### src/rtl/pong_pkg.sv
// rtl/pong_pkg.sv - shared match-state encodings and widths for the pong engine, overlay and sequencer
// Contents:
//   state_t    : match FSM encoding (values are visible to the overlay through STATE)
//   LIVES_W    : width of the lives counter
//   LEVEL_W    : width of the speed level
//   LEVEL_MAX  : highest speed level
//   cnt_width  : width needed for a frame countdown holding either of two frame counts
package pong_pkg;

  typedef enum logic [2:0] {
    ST_IDLE       = 3'd0,
    ST_SERVE_WAIT = 3'd1,
    ST_PLAY       = 3'd2,
    ST_MISS_PAUSE = 3'd3,
    ST_GAME_OVER  = 3'd4
  } state_t;

  localparam int LIVES_W = 2;
  localparam int LEVEL_W = 2;
  localparam logic [LEVEL_W-1:0] LEVEL_MAX = 2'd3;

  // A count of 0 is promoted to 1 at load time, so the counter must hold at least 1.
  function automatic int cnt_width(input int a, input int b);
    int m;
    m = (a > b) ? a : b;
    if (m < 1) m = 1;
    return $clog2(m + 1);
  endfunction

endpackage

### src/rtl/pong_match_ctrl_frame_countdown.sv
// rtl/pong_match_ctrl_frame_countdown.sv - loadable frame down-counter shared by serve wait and miss pause
// Ports:
//   VGA_CLOCK  in  : pixel clock, posedge
//   RESET      in  : asynchronous, active-high
//   load       in  : load load_val (takes priority over tick)
//   load_val   in  : frames to count; 0 is treated as 1
//   tick       in  : one-cycle frame pulse
//   expire     out : high in the cycle a tick arrives while the count is 1
module frame_countdown
  import pong_pkg::*;
#(
  parameter int CNT_W = 7
) (
  input  logic             VGA_CLOCK,
  input  logic             RESET,
  input  logic             load,
  input  logic [CNT_W-1:0] load_val,
  input  logic             tick,
  output logic             expire
);

  logic [CNT_W-1:0] count;

  always_ff @(posedge VGA_CLOCK or posedge RESET) begin
    if (RESET) begin
      count <= '0;
    end else if (load) begin
      count <= (load_val == '0) ? CNT_W'(1) : load_val;
    end else if (tick && (count != '0)) begin
      count <= count - CNT_W'(1);
    end
  end

  // Not gated by load: the owner reloads in the same cycle it consumes expire,
  // and gating here would make load depend on itself.
  assign expire = tick && (count == CNT_W'(1));

endmodule

### src/rtl/pong_match_ctrl.sv
// rtl/pong_match_ctrl.sv - pong match sequencer: serve/play/miss/game-over flow, lives, score, speed level
// Optional feature macro: PONG_HIGH_SCORE_EN (keeps a best-score register; otherwise HIGH_SCORE is 0)
// Ports:
//   VGA_CLOCK    in  : pixel clock, posedge
//   RESET        in  : asynchronous, active-high
//   START        in  : debounced start button level
//   FRAME_TICK   in  : one-cycle pulse per frame
//   BALL_HIT     in  : one-cycle pulse, paddle reflected the ball
//   BALL_MISSED  in  : one-cycle pulse, ball passed the paddle
//   BALL_ENABLE  out : ball may move
//   SERVE        out : one-cycle pulse, engine recentres and serves the ball
//   SCORE        out : paddle hits this match (saturating)
//   LIVES        out : remaining lives
//   SPEED_LEVEL  out : 0..3 ball speed level
//   STATE        out : match state encoding (pong_pkg::state_t)
//   HIGH_SCORE   out : best score since reset
module pong_match_ctrl
  import pong_pkg::*;
#(
  parameter int LIVES_INIT     = 3,
  parameter int SERVE_FRAMES   = 60,
  parameter int MISS_FRAMES    = 90,
  parameter int HITS_PER_LEVEL = 8,
  parameter int SCORE_W        = 8
) (
  input  logic               VGA_CLOCK,
  input  logic               RESET,
  input  logic               START,
  input  logic               FRAME_TICK,
  input  logic               BALL_HIT,
  input  logic               BALL_MISSED,
  output logic               BALL_ENABLE,
  output logic               SERVE,
  output logic [SCORE_W-1:0] SCORE,
  output logic [1:0]         LIVES,
  output logic [1:0]         SPEED_LEVEL,
  output logic [2:0]         STATE,
  output logic [SCORE_W-1:0] HIGH_SCORE
);

  localparam int CNT_W = cnt_width(SERVE_FRAMES, MISS_FRAMES);
  localparam int HIT_W = $clog2(HITS_PER_LEVEL + 1);
  localparam logic [CNT_W-1:0]   SERVE_VAL = CNT_W'(SERVE_FRAMES);
  localparam logic [CNT_W-1:0]   MISS_VAL  = CNT_W'(MISS_FRAMES);
  localparam logic [HIT_W-1:0]   HIT_LAST  = HIT_W'(HITS_PER_LEVEL - 1);
  localparam logic [LIVES_W-1:0] LIVES_LD  = LIVES_W'(LIVES_INIT);

  state_t           state;
  logic             start_q;
  logic             start_evt;
  logic [HIT_W-1:0] hit_cnt;
  logic             cnt_load;
  logic [CNT_W-1:0] cnt_val;
  logic             expire;

  assign start_evt = START & ~start_q;
  assign STATE     = state;

  // Every entry into a counting state loads the shared countdown in the same
  // cycle as the transition, so a coincident frame tick is swallowed by the load.
  always_comb begin
    cnt_load = 1'b0;
    cnt_val  = SERVE_VAL;
    case (state)
      ST_IDLE, ST_GAME_OVER: cnt_load = start_evt;
      ST_PLAY: begin
        if (BALL_MISSED && (LIVES > 2'd1)) begin
          cnt_load = 1'b1;
          cnt_val  = MISS_VAL;
        end
      end
      ST_MISS_PAUSE: cnt_load = expire;
      default: cnt_load = 1'b0;
    endcase
  end

  frame_countdown #(
    .CNT_W(CNT_W)
  ) u_countdown (
    .VGA_CLOCK(VGA_CLOCK),
    .RESET    (RESET),
    .load     (cnt_load),
    .load_val (cnt_val),
    .tick     (FRAME_TICK),
    .expire   (expire)
  );

  always_ff @(posedge VGA_CLOCK or posedge RESET) begin
    if (RESET) begin
      state       <= ST_IDLE;
      start_q     <= 1'b0;
      BALL_ENABLE <= 1'b0;
      SERVE       <= 1'b0;
      SCORE       <= '0;
      LIVES       <= '0;
      SPEED_LEVEL <= '0;
      hit_cnt     <= '0;
    end else begin
      start_q     <= START;
      SERVE       <= 1'b0;
      BALL_ENABLE <= 1'b0;
      case (state)
        ST_IDLE, ST_GAME_OVER: begin
          if (start_evt) begin
            state       <= ST_SERVE_WAIT;
            LIVES       <= LIVES_LD;
            SCORE       <= '0;
            SPEED_LEVEL <= '0;
            hit_cnt     <= '0;
          end
        end
        ST_SERVE_WAIT: begin
          if (expire) begin
            state <= ST_PLAY;
            SERVE <= 1'b1;
          end
        end
        ST_PLAY: begin
          // A miss discards any hit reported in the same cycle.
          if (BALL_MISSED) begin
            LIVES <= (LIVES == '0) ? '0 : LIVES - 2'd1;
            state <= (LIVES <= 2'd1) ? ST_GAME_OVER : ST_MISS_PAUSE;
          end else begin
            BALL_ENABLE <= 1'b1;
            if (BALL_HIT) begin
              if (SCORE != '1) SCORE <= SCORE + 1'b1;
              if (hit_cnt >= HIT_LAST) begin
                hit_cnt <= '0;
                if (SPEED_LEVEL != LEVEL_MAX) SPEED_LEVEL <= SPEED_LEVEL + 2'd1;
              end else begin
                hit_cnt <= hit_cnt + 1'b1;
              end
            end
          end
        end
        ST_MISS_PAUSE: begin
          if (expire) begin
            state   <= ST_SERVE_WAIT;
            hit_cnt <= '0;
            if (SPEED_LEVEL != '0) SPEED_LEVEL <= SPEED_LEVEL - 2'd1;
          end
        end
        default: state <= ST_IDLE;
      endcase
    end
  end

`ifdef PONG_HIGH_SCORE_EN
  // Captured on the miss that ends the match; SCORE is stable in that cycle.
  always_ff @(posedge VGA_CLOCK or posedge RESET) begin
    if (RESET) begin
      HIGH_SCORE <= '0;
    end else if ((state == ST_PLAY) && BALL_MISSED && (LIVES <= 2'd1) && (SCORE > HIGH_SCORE)) begin
      HIGH_SCORE <= SCORE;
    end
  end
`else
  assign HIGH_SCORE = '0;
`endif

endmodule

### config.mk
export PLATFORM = sky130hd
export DESIGN_NAME = pong_match_ctrl
export DESIGN_NICKNAME = d
export VERILOG_FILES = /design/src/rtl/pong_pkg.sv /design/src/rtl/pong_match_ctrl_frame_countdown.sv /design/src/rtl/pong_match_ctrl.sv
export SDC_FILE = /design/constraint.sdc
export NUM_CORES = 1
export LEC_CHECK = 0
export BUFFER_PORTS_ARGS = -buffer_cell sky130_fd_sc_hd__buf_2
export CELL_PAD_IN_SITES_DETAIL_PLACEMENT = 1
export CELL_PAD_IN_SITES_GLOBAL_PLACEMENT = 1
export CORE_MARGIN = 1.5
export CORE_UTILIZATION = 37
export CTS_CLUSTER_DIAMETER = 50
export CTS_CLUSTER_SIZE = 25
export DETAILED_ROUTE_END_ITERATION = 8
export HOLD_SLACK_MARGIN = 0.06
export PLACE_DENSITY = 0.77
export SYNTH_ARGS = -nofsm -noshare
export SYNTH_HDL_FRONTEND = slang
export SYNTH_SLANG_ARGS = --single-unit
### constraint.sdc
create_clock -name VGA_CLOCK -period 2.2 [get_ports VGA_CLOCK]
set_input_delay 0.22 -clock VGA_CLOCK [delete_from_list [all_inputs] [get_ports VGA_CLOCK]]
set_output_delay 0.22 -clock VGA_CLOCK [all_outputs]
set_load 0.02 [all_outputs]
==> impl_metrics.toml, run 1 <==
[worst_setup_path]
crit_slowest_cell = "or4b_4"
rr_worst_depth = 8
worst-path-stages = 8
timing.rr.start = "u_countdown.count[1]"
crit_end = "u_countdown.count[4]"
critPathBufInv = 2
r2r-end = "u_countdown.count[4]"
reg2reg_slack_ns = 0.15
endpoint_kind = "flip-flop"
crit_type = "reg -> reg"
cp_data_required_time_ns = 2.37
cp_max_fo = 5
critPathArrivalTime_ns = 2.23
setup.worst_path.start = "u_countdown.count[1]"
start_kind = "flip-flop"
critPathTopFamily = "simple AND/OR/NAND/NOR gates"
slowest_delay_ns = 0.48
path_cells = "inv_1 -> ha_2 -> or4b_4 -> o31ai_4 -> buf_4 -> or3_1 -> xor2_1 -> nand2b_1"

[clock_tree]
postCtsSetupBuffers = 0
h-tree-depth = 2
clk_path_buf_depth = 2
numCtsBuffers = 5
cts_tree = "yes"
clock_latency_ns = 0.29
cts_sinks = 29
clkTransAtPathRegs_ns = 0.06
clock-root-buffer = "clkbuf_8"

[die]
die-area_um2 = 4900
io_pins = 31
fp.dieH_um = 70.0
die_w_um = 70.0
rows = 24
core_um2 = 4320
start_util_pct = 38.4

[power_and_ir_drop]
internal_power_mw = 1.20
p_comb_share_pct = 35.1
switching_share_pct = 36.7
clkPwrFrac_pct = 26.3
leakagePower_nw = 0.879
p_per_area_nw_per_um2 = 939
p_seq_share_pct = 38.6
p_sw_mw = 0.695
ir_drop_uv = 374

[logic_synthesis]
netlist_top_cells_area = "dfrtp_1 44%, o21ai_0 5.1%, buf_4 4.5%"
synth-main-ff-cell = "dfrtp_1"
synthesis.area_um2 = 1660
async_reset_ff_share_pct = 100
synth_area_leader_cell = "dfrtp_1"
syn_inst = 181
synth_warnings = 0
synth-edff-count = 0
syn_avg_cell_area_um2 = 9.18
ys_ff_latch = 29
yosys.cell_types.count = 43
synth_top_area_share_pct = 43.7
ys_seq_area_share_pct = 43.7

[placed_design]
place_hpwl_mm = 2.87
place_inst = 261
dp_slack_ns = 0.0466
io_buffers = 22
place.gp.congestion = 0.775

[routing]
drt_first_pass_iters = 4
vias_per_cell = 5.22
drt_iter0_markers = 65
wl_mm = 3.93
drc = 0
avgRoutedWirePerCell_um = 14.5
route.vias.total = 1414
drt.antenna.violating_nets = 0

[sta]
slew_headroom_pct = 60.3
slew_violations = 0
whs_ns = 0.194
post-route-period-util_pct = 93.4
finalHoldViolations = 0
rsz0062_at_grt = "no"
worstMarginPinSlew_ns = 0.591
fin_setup_tns_ns = 0
period_needed_ns = 2.05
setup_viol = 0
layout_setup_ws_ns = 0.146
max_freq_mhz = 487
skew_ns = 0.00762

[global_route]
antenna_found_initial = 0
grt-ovfl-total = 0
globalRouteTotalUtil_pct = 17.4
grt_pass1_wl_mm = 6.62
grt_max_degree = 30
grt_pass1_vias = 1384

[worst_hold_path]
hp-class = "in -> reg"
worstHoldStart = "BALL_MISSED"

[layout]
final_layout_size_suffix_gt1_share_pct = 25.1
antenna_cells = 0
final_common_cell = "dfrtp_1"
final_cells = 271
nets = 228
area_growth_pct = 21.5
layout_common_cells = "29 x dfrtp_1, 22 x buf_2, 17 x o21ai_0"
final_core_util_pct = 46.7

[run]
drv_cap = 0

[status]
status = "complete, no violations"
-- worst reg2reg max path, cell delays in order, from the launching register on --
cell and delay, ns:
dfrtp_1 0.40, inv_1 0.11, ha_2 0.20, or4b_4 0.48
o31ai_4 0.25, buf_4 0.17, or3_1 0.11, xor2_1 0.14
nand2b_1 0.07
-- metal layers --
layer	vias up	routed length, um	part of all wire [%]	track usage [%]
met5	-	0	0	0
met2	24	1750	45	26.5
li1	705	-	-	-
met4	0	57	1.5	6.41
met3	5	160	4.1	5.19
met1	680	1960	50	23.6
-- registers in the layout (all words and copies together), names as in the netlist --
signal             flops
STATE                  3
u_countdown.count      7
hit_cnt                4
LIVES                  2
BALL_ENABLE            1
SERVE                  1
start_q                1
SPEED_LEVEL            2
SCORE                  8
-- synth_stat cells (2+ instances only) --
cell	n
or4_1	3
o2bb2ai_2	2
clkbuf_1	3
nand2_1	12
a21oi_1	9
nor2b_1	2
nand3_1	10
nor2_1	13
nand4_1	3
inv_1	11
dfrtp_1	29
or2_2	2
a21o_1	2
o31ai_1	4
xnor2_1	4
o21ai_0	17
buf_4	10
nor4_1	2
nor3_1	6
or3_1	3
nand2b_1	9
ha_1	4
-- worst min path at each step --
stage,end,slack [ns],cells after the start
final,BALL_ENABLE,0.19,2
after global routing,BALL_ENABLE,0.19,2
after CTS,BALL_ENABLE,0.17,2
after detailed placement,SCORE[6],0.32,3
after global placement,SCORE[6],0.31,3
after floorplan,start_q,0.25,0
-- power by group through the flow --
stage / combinational (mW) / sequential, mW / clock [mW]
final: 0.666 / 0.731 / 0.498
after global routing: 0.740 / 0.746 / 0.541
after CTS: 0.655 / 0.728 / 0.512
after detailed placement: 0.646 / 0.740 / 0
after global placement: 0.625 / 0.730 / 0
after floorplan: 0.409 / 0.765 / 0
-- layout make-up --
cell class	instances	area [um^2]
multi-input combinational	134	857
clock inverter	1	5.00
timing repair buffer	37	228
tap	52	65.1
clock buffer	7	96.3
inverter	11	41.3
sequential	29	726
fill	527	2310
-- metrics by stage --
step | cell area, um^2 | power (mW)
6_report | 2020 | 1.90
5_1_grt | 2020 | 2.03
4_1_cts | 1980 | 1.89
3_5_place_dp | 1860 | 1.39
3_3_place_gp | 1860 | 1.36
2_1_floorplan | 1690 | 1.17
-- cell families (layout without fill, tap and decap cells) --
group,count (synthesis),after routing,synth area share (%)
simple gates,72,72,23.6
compound gates,45,45,18.4
flops,29,29,43.7
buf+inv,25,56,8.36
xor+xnor,5,5,2.64
fa+ha+maj,4,4,3.01
other cells,1,8,0.226
-- what timing repair did --
action	4_1_cts	5_1_grt
hold buffers	2	0
setup endpoints to repair	0	11
gates resized for setup	0	6
endpoints found under the hold margin	30	0
Power figures use the tool's default switching activity.
==> run 2: changes to the inputs <==
CORE_ASPECT_RATIO = 0.8   (was default)
CORE_MARGIN = 10   (was 1.5)
CTS_BUF_LIST = sky130_fd_sc_hd__clkbuf_16   (was default)
==> impl_metrics.toml, run 2 (synthesis gave the netlist of run 1 again) <==
[placed_design]
io_buffers = 22
place.gp.congestion = 0.870
place_hpwl_mm = 3.24

[routing]
drt_first_pass_iters = 4
wl_mm = 4.40
drt_iter0_markers = 56
vias_per_cell = 5.31
avgRoutedWirePerCell_um = 16.0
drt.antenna.violating_nets = 0
drc = 0
route.vias.total = 1461

[worst_setup_path]
start_kind = "flip-flop"
crit_type = "reg -> reg"
rr_worst_depth = 6
endpoint_kind = "flip-flop"
critPathArrivalTime_ns = 2.23
r2r-end = "u_countdown.count[5]"
crit_end = "u_countdown.count[5]"
cp_data_required_time_ns = 2.38
setup.worst_path.start = "STATE[2]"
cp_max_fo = 6
reg2reg_slack_ns = 0.15
timing.rr.start = "STATE[2]"

[power_and_ir_drop]
internal_power_mw = 1.30
p_per_area_nw_per_um2 = 984
p_seq_share_pct = 36.7
p_sw_mw = 0.689
ir_drop_uv = 348
switching_share_pct = 34.5
p_comb_share_pct = 32.7
clkPwrFrac_pct = 30.6
leakagePower_nw = 0.892
power_mw = 1.99

[clock_tree]
postCtsSetupBuffers = 0
clk_path_buf_depth = 2
clkTransAtPathRegs_ns = 0.05
clock_latency_ns = 0.27
clock-root-buffer = "clkbuf_16"
cts_tree = "yes"
h-tree-depth = 2
numCtsBuffers = 5
cts_sinks = 29

[die]
io_pins = 31
rows = 21
fp.dieH_um = 79.9
start_util_pct = 39.0
die-area_um2 = 7590
core_um2 = 4260
die_w_um = 94.9

[sta]
slew_headroom_pct = 56.0
max_freq_mhz = 487
skew_ns = 0.00455
period_needed_ns = 2.05
fin_setup_tns_ns = 0
setup_viol = 0
worstMarginPinSlew_ns = 0.655
finalHoldViolations = 0
post-route-period-util_pct = 93.3
slew_violations = 0

[global_route]
globalRouteTotalUtil_pct = 12.3
grt_pass1_wl_mm = 7.36
grt_pass1_vias = 1492
antenna_found_initial = 0
grt_max_degree = 30
grt-ovfl-total = 0

[layout]
layout_common_cells = "29 x dfrtp_1, 22 x buf_2, 17 x o21ai_0"
multiInputGateArea_um2 = 830
largest_reg_flops = 8
largest_registers = "SCORE (8), u_countdown.count (7), hit_cnt (4)"
final-seq-area_um2 = 726
top_register = "SCORE"
final_common_cell = "dfrtp_1"
area_growth_pct = 21.9
nFillCells = 525
nets = 228
antenna_cells = 0
final_layout_size_suffix_gt1_share_pct = 22.9

[run]
drv_cap = 0

[status]
status = "complete, no violations"

[worst_hold_path]
hp-class = "in -> reg"
[run 2: how the worst min path moves through the flow]
stage | from | endpoint | slack (ns) | cells past startpoint
2_1_floorplan | START | start_q | 0.25 | 0
3_3_place_gp | RESET | BALL_ENABLE | 0.31 | 3
3_5_place_dp | RESET | SPEED_LEVEL[1] | 0.33 | 3
4_1_cts | START | start_q | 0.07 | 1
5_1_grt | START | start_q | 0.08 | 1
6_report | START | start_q | 0.08 | 1
[run 2: what timing repair did]
action | 4_1_cts | 5_1_grt
endpoints found under the setup margin | 0 | 7
resized for setup | 0 | 1
endpoints found under the hold margin | 29 | 0
hold buffers | 1 | 0
[run 2: critical path, cell delays in order (launching register included)]
cell and delay [ns]:
dfrtp_1 0.42, or3b_1 0.49, buf_4 0.20, o2bb2ai_2 0.18, a21oi_1 0.10, or3b_2 0.45
o2111ai_1 0.12
[run 2: stage by stage]
step           hold slack, ns  area, um^2  utilization (%)  instances  worst slack, ns
4_1_cts                0.0685        2020             47.4        275           0.0562
5_1_grt                0.0813        2030             47.6        275          -0.0547
3_5_place_dp            0.333        1880             44.1        267            0.103
6_report               0.0754        2030             47.6        275            0.148
2_1_floorplan           0.251        1690                -        188           0.0854
3_3_place_gp            0.314        1880             44.1        267            0.175
[run 2: layer usage]
layer | vias up | GRT usage (%) | routed length (um)
li1 | 700 | - | -
met1 | 709 | 15.3 | 2060
met2 | 39 | 18.4 | 1970
met3 | 13 | 3.10 | 238
met4 | 0 | 7.61 | 128
met5 | - | 0 | 0
[run 2: area by class of cell]
type,count,share of cell area [%]
clock buffers,5,6.18
clock inverters,2,0.371
inverters,11,2.04
multi-input cells,134,41.0
flip-flops and latches,29,35.8
well taps,57,3.52
repair buffers,37,11.1
[run 2: power by group through the flow]
stage | combinational (mW) | clock (mW) | sequential (mW)
finish | 0.652 | 0.610 | 0.731
global route | 0.735 | 0.654 | 0.748
CTS | 0.655 | 0.633 | 0.731
detailed placement | 0.642 | 0 | 0.738
global placement | 0.634 | 0 | 0.735
floorplan | 0.409 | 0 | 0.765
